## src/rtl/lcd1602_bus_arbiter.sv

```systemverilog
// Round-robin arbiter for the shared LCD1602 write bus: grants one {rs,data}
// write at a time and produces the setup / enable / hold / execution timing.
module lcd1602_bus_arbiter #(
  parameter int NUM_REQ          = 2,
  parameter int DATA_BITS        = 8,
  parameter int SETUP_CYCLES     = 4,
  parameter int EN_CYCLES        = 25,
  parameter int HOLD_CYCLES      = 4,
  parameter int EXEC_CYCLES      = 2500,
  parameter int LONG_EXEC_CYCLES = 82000
) (
  input  logic                           clk,
  input  logic                           reset,
  input  logic [NUM_REQ-1:0]             req,
  input  logic [NUM_REQ-1:0]             req_rs,
  input  logic [NUM_REQ*DATA_BITS-1:0]   req_data,
  output logic [NUM_REQ-1:0]             ack,
  output logic                           busy,
  output logic                           lcd_rs,
  output logic                           lcd_rw,
  output logic                           lcd_en,
  output logic [DATA_BITS-1:0]           lcd_data
);

  localparam int MAX_A   = (SETUP_CYCLES > EN_CYCLES) ? SETUP_CYCLES : EN_CYCLES;
  localparam int MAX_B   = (HOLD_CYCLES > EXEC_CYCLES) ? HOLD_CYCLES : EXEC_CYCLES;
  localparam int MAX_C   = (MAX_B > LONG_EXEC_CYCLES) ? MAX_B : LONG_EXEC_CYCLES;
  localparam int MAX_CYC = (MAX_A > MAX_C) ? MAX_A : MAX_C;
  localparam int CNT_W   = $clog2(MAX_CYC) + 1;
  localparam int PTR_W   = $clog2(NUM_REQ);

  localparam logic [CNT_W-1:0] SETUP_LAST = CNT_W'(SETUP_CYCLES - 1);
  localparam logic [CNT_W-1:0] EN_LAST    = CNT_W'(EN_CYCLES - 1);
  localparam logic [CNT_W-1:0] HOLD_LAST  = CNT_W'(HOLD_CYCLES - 1);
  localparam logic [CNT_W-1:0] EXEC_LAST  = CNT_W'(EXEC_CYCLES - 1);
  localparam logic [CNT_W-1:0] LONG_LAST  = CNT_W'(LONG_EXEC_CYCLES - 1);

  localparam logic [2:0] IDLE  = 3'd0;
  localparam logic [2:0] SETUP = 3'd1;
  localparam logic [2:0] PULSE = 3'd2;
  localparam logic [2:0] HOLD  = 3'd3;
  localparam logic [2:0] EXEC  = 3'd4;

  logic [2:0]           state_q, state_d;
  logic [CNT_W-1:0]     cnt_q, cnt_d;
  logic [PTR_W-1:0]     last_q, last_d;
  logic [NUM_REQ-1:0]   ack_q, ack_d;
  logic                 busy_q, busy_d;
  logic                 lcd_rs_q, lcd_rs_d;
  logic                 lcd_en_q, lcd_en_d;
  logic [DATA_BITS-1:0] lcd_data_q, lcd_data_d;

  logic [PTR_W-1:0]     gnt;
  logic                 gnt_vld;
  logic                 is_long;
  logic [CNT_W-1:0]     exec_last;

  // Walk the ring from the farthest candidate to the nearest so that the
  // requester closest after last_q is the one left in gnt.
  always_comb begin
    gnt     = '0;
    gnt_vld = 1'b0;
    for (int i = NUM_REQ; i >= 1; i--) begin
      if (req[(int'(last_q) + i) % NUM_REQ]) begin
        gnt     = PTR_W'((int'(last_q) + i) % NUM_REQ);
        gnt_vld = 1'b1;
      end
    end
  end

  // Clear display and return-home need the long execution wait.
  assign is_long   = !lcd_rs_q && (lcd_data_q[DATA_BITS-1:2] == '0) && (lcd_data_q[1:0] != 2'b00);
  assign exec_last = is_long ? LONG_LAST : EXEC_LAST;

  always_comb begin
    state_d    = state_q;
    cnt_d      = cnt_q + 1'b1;
    last_d     = last_q;
    ack_d      = '0;
    lcd_rs_d   = lcd_rs_q;
    lcd_data_d = lcd_data_q;
    case (state_q)
      IDLE: begin
        cnt_d = '0;
        if (gnt_vld) begin
          state_d    = SETUP;
          last_d     = gnt;
          ack_d[gnt] = 1'b1;
          lcd_rs_d   = req_rs[gnt];
          lcd_data_d = req_data[int'(gnt)*DATA_BITS +: DATA_BITS];
        end
      end
      SETUP: if (cnt_q == SETUP_LAST) begin state_d = PULSE; cnt_d = '0; end
      PULSE: if (cnt_q == EN_LAST)    begin state_d = HOLD;  cnt_d = '0; end
      HOLD:  if (cnt_q == HOLD_LAST)  begin state_d = EXEC;  cnt_d = '0; end
      EXEC:  if (cnt_q == exec_last)  begin state_d = IDLE;  cnt_d = '0; end
      default: begin
        state_d = IDLE;
        cnt_d   = '0;
      end
    endcase
    lcd_en_d = (state_d == PULSE);
    busy_d   = (state_d != IDLE);
  end

  always_ff @(posedge clk) begin
    if (reset) begin
      state_q    <= IDLE;
      cnt_q      <= '0;
      last_q     <= PTR_W'(NUM_REQ - 1);
      ack_q      <= '0;
      busy_q     <= 1'b0;
      lcd_rs_q   <= 1'b0;
      lcd_en_q   <= 1'b0;
      lcd_data_q <= '0;
    end else begin
      state_q    <= state_d;
      cnt_q      <= cnt_d;
      last_q     <= last_d;
      ack_q      <= ack_d;
      busy_q     <= busy_d;
      lcd_rs_q   <= lcd_rs_d;
      lcd_en_q   <= lcd_en_d;
      lcd_data_q <= lcd_data_d;
    end
  end

  assign ack      = ack_q;
  assign busy     = busy_q;
  assign lcd_rs   = lcd_rs_q;
  assign lcd_rw   = 1'b0;
  assign lcd_en   = lcd_en_q;
  assign lcd_data = lcd_data_q;

endmodule

```

## config.mk

```make
export PLATFORM = sky130hd
export DESIGN_NAME = lcd1602_bus_arbiter
export DESIGN_NICKNAME = d
export VERILOG_FILES = /design/src/rtl/lcd1602_bus_arbiter.sv
export SDC_FILE = /design/constraint.sdc
export NUM_CORES = 1
export LEC_CHECK = 0
export BUFFER_PORTS_ARGS = -buffer_cell sky130_fd_sc_hd__buf_4
export CAP_MARGIN = 20
export CORE_MARGIN = 8
export CORE_UTILIZATION = 50
export CTS_CLUSTER_SIZE = 16
export DETAILED_ROUTE_END_ITERATION = 7
export GPL_TIMING_DRIVEN = 0
export PLACE_DENSITY_LB_ADDON = 0.3
export SKIP_LAST_GASP = 1
export SYNTH_ARGS = -nofsm -noshare
export SYNTH_HDL_FRONTEND = slang
export SYNTH_SLANG_ARGS = --single-unit
export TNS_END_PERCENT = 1
```

## constraint.sdc

```tcl
create_clock -name clk -period 2.01 [get_ports clk]
set_input_delay 0.1005 -clock clk [delete_from_list [all_inputs] [get_ports clk]]
set_output_delay 0.1005 -clock clk [all_outputs]
set_load 0.1 [all_outputs]
```

Yosys cells after proc, flatten, opt, wreduce, memory -nomap -nowiden
Index checks and enable logic that the tools add are counted.

Input port bits: 22. Register bits after elaboration: 35. Logic and storage cells: 64.

Bitwise operators: 4. $add $sub $neg: 3. Equality and inequality tests: 8. Order comparisons: 4. Muxes and demuxes: 25. Shift operators: 1. Reduce and logical (&&, ||, !) cells: 11.

Operator list (count): $mux 18 (3); $pmux 18 s3 (1); $add 18x1->18 const B (1); $eq 18x17->1 (1); $eq 18x2->1 const B (1); $eq 18x5->1 const B (1); $mux 17 (1); $shiftx 16x5->8 (1); $mux 3 (5); $pmux 3 s5 (1); $mux 1 (13); $eq 3x2->1 const B (3); $logic_not 6->1 (1); $lt 2x3->1 const B (2); $eq 3x1->1 const B (1); $eq 3x3->1 const B (1); $logic_and 1x1->1 (3); $logic_not 3->1 (1); $reduce_bool 3->1 (1); $reduce_or 3->1 (1); $add 1x1->1 const B (2); $and 1x1->1 const A (2); $lt 1x2->1 const B (1); $not 1->1 (2); 6 further kinds (6).

Depth between registers and ports, before layout
Depth in word-level cells: 11. Gate-level depth with buffers: 8.

Least setup slack after synthesis
Ideal clock, no wire load.

Path type: reg2reg. Start: register lcd_data_q[2], in the netlist lcd_data[2]. End: register cnt_q[7]. Library setup time: 0.115 ns. Period minus slack after synthesis: 2.304 ns. Setup slack: -0.294 ns. Data arrival time: 2.189 ns. Buffers on the path: 1. Cell stages (with the launch flop): 8. Cell sequence: dfxtp_1 -> nor4_1 -> o211ai_1 -> mux2i_1 -> o311a_1 -> o21ai_4 -> buf_6 -> nor2_1.

Word-level cells in the longest chain between the ends: 7.

Ends and longest elaborated chain: from (decl) (line 51) `logic [DATA_BITS-1:0] lcd_data_q, lcd_data_d;`; from (signal assigned) (line 124) `lcd_data_q <= lcd_data_d;`; $logic_not 6->1 (line 72) `assign is_long = !lcd_rs_q && (lcd_data_q[DATA_BITS-1:2] == '0) && (lcd_data_q[1:0] != 2'b00);`; $logic_and 1x1->1 (2 in series) (line 72); $mux 17 (line 73) `assign exec_last = is_long ? LONG_LAST : EXEC_LAST;`; $eq 18x17->1 (line 96) `EXEC: if (cnt_q == exec_last) begin state_d = IDLE; cnt_d = '0; end`; $mux 18 (line 96); $pmux 18 s3 (line 82) `case (state_q)`; to (signal assigned) (line 118) `cnt_q <= cnt_d;`; to (decl) (line 45) `logic [CNT_W-1:0] cnt_q, cnt_d;`.

No other way between the ends. A chain may end at the register's enable or synchronous reset.

Worst setup path in the final report
Start: register lcd_data_q[2], in the netlist lcd_data[2]. End: register cnt_q[9].

The elaborated chain is that of the path after synthesis.

==> flow_summary.ini <==
[sta]
final_min_period_over_clock_period = 0.955
grt_setup_unrepaired = yes
final.hold.worst_slack_ps = 98.7
hold_viol = 0
relSlewSlack = 0.639
timing.final.setup_violations = 0
max_slew.worst_pin.slew_ps = 536
timing_max_transition_violations_final = 0
period_minus_slack_ps = 1920
skew_ps = 5.32
maxClockFrequency_mhz = 521
timing.final.ws_setup_ps = 90.6

[floorplanning]
floorplan.die_area_um2 = 5400
die_height_um = 73.5
floorplan.io_pins = 36
core_area_um2 = 3260
initial_utilization = 0.508
std_cell_rows = 21
die_width_um = 73.5

[min_path]
worstHoldPathCells = 3
hold_ep = lcd_rs
min-delay-start = req_rs[0]
hold_removal_path_class = in -> reg

[layout]
filler_cell_count = 291
ratio_of_cells_with_drive_above_1_in_the_final_layout = 0.281
antenna_cells_inserted = 0
finalInstanceArea_um2 = 2070
final_net_count = 254
syn_to_final_growth_pct = 25.4
final-instance-count-excl-fill = 277

[synth]
synth_async_sr_flop_share = 0
synth.yosys.seq_area_share = 0.424
postSynthNetCount = 211
mapped_area_um2 = 1650
synth_enable_flop_cells = 0
synthFlopType = sky130_fd_sc_hd__dfxtp_1
synth_cell_types = 40
synthesis.area_per_instance_um2 = 8.85
yosysWarnings = 0
synth-seq-cells = 35
synthCells = 187

[global_route]
grt_first_pass_wirelength_mm = 5.74
maximum_number_of_pins_on_one_net_before_global_route_repair = 11
grt.total_usage = 0.135
grt_antenna_before_repair = 0
grt_pass1_vias = 1293
grt.overflow.total = 0

[worst_setup_path]
critical_path_arrival_ps = 2160
worst_r2r_setup_slack_ps = 90
path_max_fanout = 10
cp-start-kind = flop
required_ps = 2250
critical_path.reg2reg.endpoint = cnt_q[9]
worst_setup_path_startpoint = lcd_data[2]
reg2reg_depth = 7
worstSetupPathType = reg -> reg
setup.worst_path.end_class = flop
rr_startpoint = lcd_data[2]

[placed_design]
placed_cells = 266
dpl_cell_area_um2 = 1970
io_buffers = 33
preCtsSetupSlack_ps = -116
place.gp.congestion = 0.779
dp_hpwl_mm = 2.65

[run]
max-cap-violations = 0

[cts]
cts-hold-fix-buffers = 0
htreeDepth = 2
numClockSinks = 35
ctsLongestPathBuffers = 2
cts_tree = yes
cts.root.buffer_cell = sky130_fd_sc_hd__clkbuf_4
worst_skew_pair.late_latency_ps = 330
clk_transition_reported_paths_ps = 100
cts-buffers-inserted = 5

[pwr]
power_per_cell_area_nw_per_um2 = 716
power_leakage_nw = 0.816
vdd_ir_drop_max_mv = 0.370

[drt]
routed-via-count = 1423
route.detailed.drc = 0
detail_route.wirelength_mm = 3.54
vias_per_instance = 5.14
detail-route-antenna-nets = 0
detail_route.wirelength.met1_mm = 1.66
first_iter_violations = 127
dr_wl_met2_mm = 1.68
wl_met3_um = 134
top_signal_layer_used = met4
first_pass_iters = 4
post_drt_wl_per_cell_um = 12.8

[status]
result_of_the_run = finished clean
==> synthesized netlist by cell type, drive strengths merged, types with 4 or more instances <==
master | n | area [um^2]
clkbuf | 5 | 18.8
nand3 | 6 | 35.0
xor2 | 13 | 114
nand2 | 10 | 37.5
inv | 6 | 22.5
xnor2 | 5 | 43.8
nor2b | 5 | 31.3
mux2i | 10 | 100
nor3 | 7 | 35.0
nand4 | 4 | 25.0
buf | 4 | 28.8
nor2 | 35 | 131
dfxtp | 35 | 701
a211oi | 9 | 67.6
==> sequential cells by signal (all words and copies together) (netlist names) <==
| register | cells |
|---|---|
| lcd_data | 8 |
| cnt_q | 18 |
| lcd_en | 1 |
| lcd_rs | 1 |
| ack | 2 |
| busy | 1 |
| state_q | 3 |
| last_q | 1 |
==> metrics by stage <==
stage,TNS [ps],util,total power (W)
2_1_floorplan,0,-,0.00104
3_3_place_gp,-1010,0.606,0.00113
3_5_place_dp,-1130,0.606,0.00114
4_1_cts,0,0.628,0.00150
5_1_grt,-105,0.637,0.00156
6_report,0,0.637,0.00148
==> final cells by class <==
type / count / area (um^2) / area share
multi-input combinational: 137 / 908 / 0.438
buffer: 9 / 48.8 / 0.0235
clock buffer: 7 / 45.0 / 0.0217
inverter: 6 / 22.5 / 0.0109
timing repair buffer: 36 / 270 / 0.130
tap: 46 / 57.6 / 0.0277
sequential: 35 / 717 / 0.346
clock inverter: 1 / 5.00 / 0.00241
==> report_power, final <==
part           switching, W  total [W]  internal, W  leakage (nW)
clock network      0.000221   0.000358     0.000136        0.0293
logic              0.000269   0.000378     0.000109         0.498
registers         0.0000223   0.000749     0.000727         0.289
==> worst max path at each step <==
stage                 to  slack, ps
5_1_grt        cnt_q[13]        -20
3_3_place_gp    cnt_q[9]       -100
2_1_floorplan   cnt_q[7]          2
4_1_cts         cnt_q[7]         20
6_report        cnt_q[9]         90
3_5_place_dp    cnt_q[7]       -120
==> cell families (layout without fill, tap and decap cells) <==
kind of cell               count (synthesis)  after routing  synth area share
DFF                                       35             35             0.424
AOI/OAI and AO/OA                         22             22             0.101
other                                      1              1           0.00227
adders and majority gates                  2              2            0.0151
muxes                                     10             10            0.0605
buffers and inverters                     15             59            0.0424
xor gates and xnor gates                  18             18            0.0953
and+or+nand+nor                           84             84             0.259
==> cell usage in the layout, fill, tap and decap left out, types with 2 or more instances in the layout <==
cell type | netlist | final
sky130_fd_sc_hd__nor3b_1 | 2 | 2
sky130_fd_sc_hd__dfxtp_1 | 35 | 24
sky130_fd_sc_hd__nor4_2 | 1 | 2
sky130_fd_sc_hd__nor3_1 | 7 | 7
sky130_fd_sc_hd__xor2_1 | 13 | 13
sky130_fd_sc_hd__buf_4 | 1 | 37
sky130_fd_sc_hd__mux2i_1 | 10 | 10
sky130_fd_sc_hd__nand3_1 | 5 | 5
sky130_fd_sc_hd__dfxtp_2 | 0 | 10
sky130_fd_sc_hd__and4_1 | 3 | 3
sky130_fd_sc_hd__clkbuf_4 | 0 | 5
sky130_fd_sc_hd__nand2_1 | 10 | 10
sky130_fd_sc_hd__o21ai_0 | 2 | 2
sky130_fd_sc_hd__nor2_1 | 35 | 35
sky130_fd_sc_hd__nor2b_1 | 5 | 5
sky130_fd_sc_hd__xnor2_1 | 5 | 5
sky130_fd_sc_hd__a211oi_1 | 9 | 9
sky130_fd_sc_hd__clkbuf_1 | 5 | 6
sky130_fd_sc_hd__and3_1 | 2 | 2
sky130_fd_sc_hd__o211ai_1 | 2 | 2
sky130_fd_sc_hd__buf_2 | 2 | 2
sky130_fd_sc_hd__a21oi_1 | 2 | 2
sky130_fd_sc_hd__and2_1 | 2 | 2
sky130_fd_sc_hd__inv_1 | 6 | 6
sky130_fd_sc_hd__nand4_1 | 4 | 4
==> worst max-delay path, stage by stage, from the launching register on <==
cell                       delay [ps]
sky130_fd_sc_hd__dfxtp_4          360
sky130_fd_sc_hd__nor4_2           270
sky130_fd_sc_hd__o211ai_1         180
sky130_fd_sc_hd__mux2i_1          170
sky130_fd_sc_hd__o311a_1          400
sky130_fd_sc_hd__o21ai_4          210
sky130_fd_sc_hd__buf_6            170
sky130_fd_sc_hd__nor2_1            50
==> routing by layer <==
metal | vias up | global-route usage
met3 | 7 | 0.0464
li1 | 736 | -
met1 | 662 | 0.159
met5 | - | 0
met2 | 18 | 0.213
met4 | 0 | 0.0665
==> repair_timing <==
item | in CTS | in global routing
gates resized for setup | 2 | 6
setup endpoints to repair | 10 | 23
pin swaps | 1 | 1
setup buffers | 2 | 1
No activity file was read; power rests on OpenSTA's default activity.
